File: src/rtl/req_ack_responder_if.sv
// Req/ack handshake bundle: request with payload from the initiator, ack with echoed payload back.
interface req_ack_responder_if #(
    parameter int DATA_W = 8
);
    logic              req;
    logic [DATA_W-1:0] req_data;
    logic              ack;
    logic [DATA_W-1:0] ack_data;

    modport master (output req, output req_data, input ack, input ack_data);
    modport slave  (input req, input req_data, output ack, output ack_data);
endinterface

File: src/rtl/req_ack_responder.sv
// Responder end of the req/ack handshake: every accepted request is acked ACK_LAT cycles later
// with its payload echoed, plus saturating accept/ack/drop statistics.
//
// state  | meaning
// IDLE   | nothing in flight, waiting for a request
// ACTIVE | requests in flight while enable is high
// DRAIN  | enable dropped; delivering in-flight acks, no new accepts
module req_ack_responder #(
    parameter int DATA_W  = 8,
    parameter int ACK_LAT = 1,
    parameter int CNT_W   = 16
) (
    input  logic                 clk,
    input  logic                 rst_n,
    req_ack_responder_if.slave   hs,
    input  logic                 enable,
    output logic                 busy,
    output logic [1:0]           state,
    output logic [CNT_W-1:0]     req_cnt,
    output logic [CNT_W-1:0]     ack_cnt,
    output logic [CNT_W-1:0]     drop_cnt
);

    if (ACK_LAT < 1 || ACK_LAT > 15) begin : g_lat_check
        $error("req_ack_responder: ACK_LAT=%0d outside legal range 1..15", ACK_LAT);
    end

    typedef enum logic [1:0] {
        S_IDLE   = 2'd0,
        S_ACTIVE = 2'd1,
        S_DRAIN  = 2'd2
    } state_t;

    state_t              state_q, state_d;
    logic [ACK_LAT-1:0]  vld_q, vld_d;
    logic [DATA_W-1:0]   dat_q [ACK_LAT];
    logic [DATA_W-1:0]   dat_d [ACK_LAT];
    logic [CNT_W-1:0]    req_cnt_q, req_cnt_d;
    logic [CNT_W-1:0]    ack_cnt_q, ack_cnt_d;
    logic [CNT_W-1:0]    drop_cnt_q, drop_cnt_d;
    logic                accept;
    logic                drop;

    function automatic logic [CNT_W-1:0] sat_inc(input logic [CNT_W-1:0] v, input logic inc);
        logic [CNT_W-1:0] one;
        one = {{(CNT_W-1){1'b0}}, 1'b1};
        return (inc && (v != {CNT_W{1'b1}})) ? v + one : v;
    endfunction

    // The last stage is the ack register itself, so a request sampled at edge N
    // is on ack during the cycle after edge N+ACK_LAT-1. Payload is zeroed when
    // not valid, which keeps ack_data at 0 whenever ack is low.
    always_comb begin
        accept   = hs.req & enable;
        drop     = hs.req & ~enable;
        vld_d    = '0;
        dat_d[0] = '0;
        vld_d[0] = accept;
        dat_d[0] = accept ? hs.req_data : '0;
        for (int k = 1; k < ACK_LAT; k++) begin
            vld_d[k] = vld_q[k-1];
            dat_d[k] = dat_q[k-1];
        end
        req_cnt_d  = sat_inc(req_cnt_q, accept);
        ack_cnt_d  = sat_inc(ack_cnt_q, vld_d[ACK_LAT-1]);
        drop_cnt_d = sat_inc(drop_cnt_q, drop);
    end

    assign busy        = |vld_q;
    assign hs.ack      = vld_q[ACK_LAT-1];
    assign hs.ack_data = dat_q[ACK_LAT-1];

    // Transitions look at busy as it stands in the cycle being closed, so an ack
    // still on the wire keeps ACTIVE/DRAIN alive for that cycle.
    always_comb begin
        state_d = state_q;
        unique case (state_q)
            S_IDLE: begin
                if (accept) state_d = S_ACTIVE;
            end
            S_ACTIVE: begin
                if (!accept) begin
                    if (!busy)        state_d = S_IDLE;
                    else if (!enable) state_d = S_DRAIN;
                end
            end
            S_DRAIN: begin
                if (accept)     state_d = S_ACTIVE;
                else if (!busy) state_d = S_IDLE;
            end
            default: state_d = S_IDLE;
        endcase
    end

    always_ff @(posedge clk or negedge rst_n) begin
        if (!rst_n) begin
            state_q <= S_IDLE;
            vld_q   <= '0;
            for (int k = 0; k < ACK_LAT; k++) dat_q[k] <= '0;
            req_cnt_q  <= '0;
            ack_cnt_q  <= '0;
            drop_cnt_q <= '0;
        end else begin
            state_q    <= state_d;
            vld_q      <= vld_d;
            dat_q      <= dat_d;
            req_cnt_q  <= req_cnt_d;
            ack_cnt_q  <= ack_cnt_d;
            drop_cnt_q <= drop_cnt_d;
        end
    end

    assign state    = state_q;
    assign req_cnt  = req_cnt_q;
    assign ack_cnt  = ack_cnt_q;
    assign drop_cnt = drop_cnt_q;

endmodule

File: src/flat_wrapper.sv
// flat-port wrapper written by rule: the top's interface ports become plain ports
module req_ack_responder_flat 
#(
    parameter int DATA_W  = 8,
    parameter int ACK_LAT = 1,
    parameter int CNT_W   = 16
)
  (clk, rst_n, enable, busy, state, req_cnt, ack_cnt, drop_cnt, hs_req, hs_req_data, hs_ack, hs_ack_data);
  req_ack_responder_if #(.DATA_W(DATA_W)) hs_i ();
  input  logic clk;
  input  logic rst_n;
  input  logic enable;
  output logic busy;
  output logic [1:0] state;
  output logic [CNT_W-1:0] req_cnt;
  output logic [CNT_W-1:0] ack_cnt;
  output logic [CNT_W-1:0] drop_cnt;
  input wire logic [$bits(hs_i.req)-1:0] hs_req;
  input wire logic [$bits(hs_i.req_data)-1:0] hs_req_data;
  output wire logic [$bits(hs_i.ack)-1:0] hs_ack;
  output wire logic [$bits(hs_i.ack_data)-1:0] hs_ack_data;
  assign hs_i.req = hs_req;
  assign hs_i.req_data = hs_req_data;
  assign hs_ack = hs_i.ack;
  assign hs_ack_data = hs_i.ack_data;
  req_ack_responder #(.DATA_W(DATA_W), .ACK_LAT(ACK_LAT), .CNT_W(CNT_W)) u_core (.clk(clk), .rst_n(rst_n), .hs(hs_i), .enable(enable), .busy(busy), .state(state), .req_cnt(req_cnt), .ack_cnt(ack_cnt), .drop_cnt(drop_cnt));
endmodule
File: config.mk
export PLATFORM = sky130hd
export DESIGN_NAME = req_ack_responder_flat
export DESIGN_NICKNAME = d
export VERILOG_FILES = /design/src/rtl/req_ack_responder_if.sv /design/src/rtl/req_ack_responder.sv /design/src/flat_wrapper.sv
export SDC_FILE = /design/constraint.sdc
export NUM_CORES = 1
export LEC_CHECK = 0
export ABC_AREA = 0
export BUFFER_PORTS_ARGS = -buffer_cell sky130_fd_sc_hd__buf_2
export CAP_MARGIN = 20
export CORE_AREA = 4 4 81 83
export DETAILED_ROUTE_END_ITERATION = 10
export DIE_AREA = 0 0 85 87
export PLACE_DENSITY = 0.85
export SLEW_MARGIN = 20
export SYNTH_ARGS = -nofsm -noshare
export SYNTH_HDL_FRONTEND = slang
export SYNTH_SLANG_ARGS = --single-unit
File: constraint.sdc
create_clock -name clk -period 5.1 [get_ports clk]
set_input_delay 0.255 -clock clk [delete_from_list [all_inputs] [get_ports clk]]
set_output_delay 0.255 -clock clk [all_outputs]
set_load 0.01 [all_outputs]
==> summary.txt <==
reg2reg path depth: 5
share of cells above drive strength 1: 32.24%
cts hold-fix bufs: 0
placed cells: 394
unrepaired setup endpoints after global routing: false
I/O pins: 72
Maximum Capacitance Violations: 0
Pwr Density: 406.4 nW/µm²
WP data required: 5340 ps
post-route non-filler standard cell count: 410
vias in the first global route: 2232
outcome: finished clean
total global-route track usage: 17.56%
Clock Latency Late Sink: 320 ps
initial antenna violation count: 0
final cell area excluding filler cells: 3518 µm²
most frequent cells in the layout: buf_2, dfrtp_1, xor2_1
maximum root-to-sink buffer count: 2
leakage: 0.001773 µW
FF+latch count, synth: 59
Post-synth EDFFs: 0
Setup CP Type: flop to flop
number of setup violations in the final report: 0
Layout Area Growth over Synthesis: 22.15%
Max Freq: 0.4834 GHz
average wire per standard cell: 15.32 µm
Tcrit/Tclk final: 40.56%
Sequential Power Share: 45.8%
core box area: 5851 µm²
Final Util: 60.14%
pin count of the biggest net entering global routing: 60
maximum vdd drop: 0.0002788 V
clock share of power: 33.8%
Most used DFF post-synth: dfrtp_1
gr ovfl total: 0
Sw Ratio: 31.94%
dpl cell area: 3283 µm²
Antenna Nets Post-Route: 0
WL final: 6282 µm
arrival time worst endpoint: 2310 ps
sequential share of the synthesized area: 51.26%
clock sink total: 59
critical path capture point type: flop
first-pass GRT wire length: 10520 µm
worst rel slew slack: 49.73%
synth warn: 0
gpl congestion: 0.7980
fin nets: 345
Hold Crit Class: input port to asynchronous set/reset pin
Detailed Place HPWL: 4289 µm
CTS root buffer: clkbuf_8
final clock skew: 6.466 ps
distinct cell type count after synthesis: 44
async set or reset register ratio after synthesis: 100.0%
site row count: 28
die width: 85 µm
Syn Nets: 270
Starting Density: 49.23%
Num CTS Buffers: 9
Die Ht: 87 µm
peak fanout along the critical path: 9
Int Power: 973.2 µW
die area: 7395 µm²
layout filler cell count: 486
# DRC: 0
CTS resizes: 0
vias: 2323
Comb power frac: 20.4%
post-CTS setup buffer count: 0
syn_area_per_cell: 11.30 µm²
total net switching power: 456.6 µW
Mapped Area: 2880 µm²
first-pass iteration count of the detailed router: 4
Worst Tran Pin Value: 748.5 ps
port bufs: 71
initial drt markers: 78
Fin. Hold Viols: 0
clock-pin transition on the worst setup and hold timing paths: 70 ps
Final min period: 2069 ps
setup_tns: 0 ps
H-tree depth: 3
Worst Setup Start Kind: flop
R2R Path End: u_core.ack_cnt[6]
Via density: 5.666
CTS tree: yes
reg2reg start: u_core.ack_cnt[0]
r2r setup slk: 3030 ps
ANT cells: 0
Gate Count Post-Synth: 255
Crit. Startpoint: u_core.ack_cnt[0]
commonest non-fill, non-tap cell in the layout: buf_2
max-slew violations: 0
==> through the flow <==
step                worst slack (ps)  power [µW]  hold slack (ps)
global placement                2914       942.8            446.7
finish                          3031        1430            71.42
CTS                             2790        1443            97.67
global route                    2860        1510            135.2
detailed placement              2851       956.7            454.6
floorplan                       3284       830.9           -40.59
==> power by group through the flow <==
stage / registers [µW] / clock network [µW] / logic (µW)
2_1_floorplan: 677 / 0 / 154
3_3_place_gp: 658 / 0 / 285
3_5_place_dp: 661 / 0 / 295
4_1_cts: 655 / 490 / 298
5_1_grt: 674 / 513 / 324
6_report: 655 / 483 / 292
==> routing by layer <==
layer	up-vias	part of all wire, %	GRT usage, %
li1	1090	-	-
met1	1135	43	22.75
met2	86	49	28.39
met3	12	6.8	3.974
met4	0	1.5	7.482
met5	-	0	0
==> synthesized netlist by cell type (2+ instances only) <==
library cell  count  share of area, %
a2111oi_4         2               1.9
a211oi_1          2              0.52
a21boi_0          3              0.78
a21oi_1          12               2.1
a31oi_1           4              0.87
and3_1           17               3.7
and4_1            3              0.91
buf_4             2              0.52
clkbuf_1          5              0.65
dfrtp_1          59                51
ha_1              3               1.3
inv_1             4              0.52
mux2_2            5               2.0
nand2_1          18               2.3
nand3_1          10               1.7
nand4_1           9               2.0
nand4_2           2              0.87
nor2_1           10               1.3
nor3_1            9               1.6
nor3b_1           2              0.52
nor4_1            3              0.65
nor4_2            2              0.87
o2111ai_1         5               1.5
o211ai_1          3              0.78
o21a_1            2              0.52
o21ai_0           5              0.87
or2_2             3              0.65
or3_1             3              0.65
xnor2_1          12               3.6
xor2_1           22               6.7
==> how the worst max path moves through the flow <==
stage	to	slack [ps]
6_report	u_core.ack_cnt[6]	3030
5_1_grt	u_core.ack_cnt[6]	2860
4_1_cts	u_core.ack_cnt[9]	2790
3_5_place_dp	u_core.ack_cnt[9]	2850
3_3_place_gp	u_core.ack_cnt[9]	2910
2_1_floorplan	u_core.req_cnt[12]	3280
==> area by class of cell <==
| type | count | area (µm²) | area share, % |
|---|---|---|---|
| Inverter | 4 | 15.01 | 0.4267 |
| Clock buffer | 11 | 151.4 | 4.303 |
| Timing Repair Buffer | 72 | 362.8 | 10.31 |
| Clock inverter | 5 | 75.07 | 2.134 |
| Sequential cell | 59 | 1476 | 41.96 |
| Tap cell | 75 | 93.84 | 2.667 |
| Multi-Input combinational cell | 184 | 1344 | 38.19 |
==> cell families after synthesis <==
family                   after synthesis  share of synthesized area, %
adder cells (fa/ha/maj)                3                         1.303
flip-flops                            59                         51.26
AND/OR/NAND/NOR                       99                         21.03
multiplexers                           7                         2.693
AO/OA/AOI/OAI                         41                         10.99
XOR/XNOR                              34                         10.34
buffers and inverters                 12                         2.389
==> critical path, stage by stage (launching register included) <==
cell	delay, ps
dfrtp_1	420
ha_1	480
and3_1	310
nand2_1	200
nor3_1	340
xor2_1	220
==> state kept, by name (all words and copies together) (netlist names) <==
| register | cells |
|---|---|
| u_core.drop_cnt | 16 |
| u_core.state | 2 |
| u_core.ack_cnt | 16 |
| u_core.busy | 1 |
| u_core.req_cnt | 16 |
| u_core.hs.ack_data | 8 |
No activity file was read; power rests on OpenSTA's default activity.
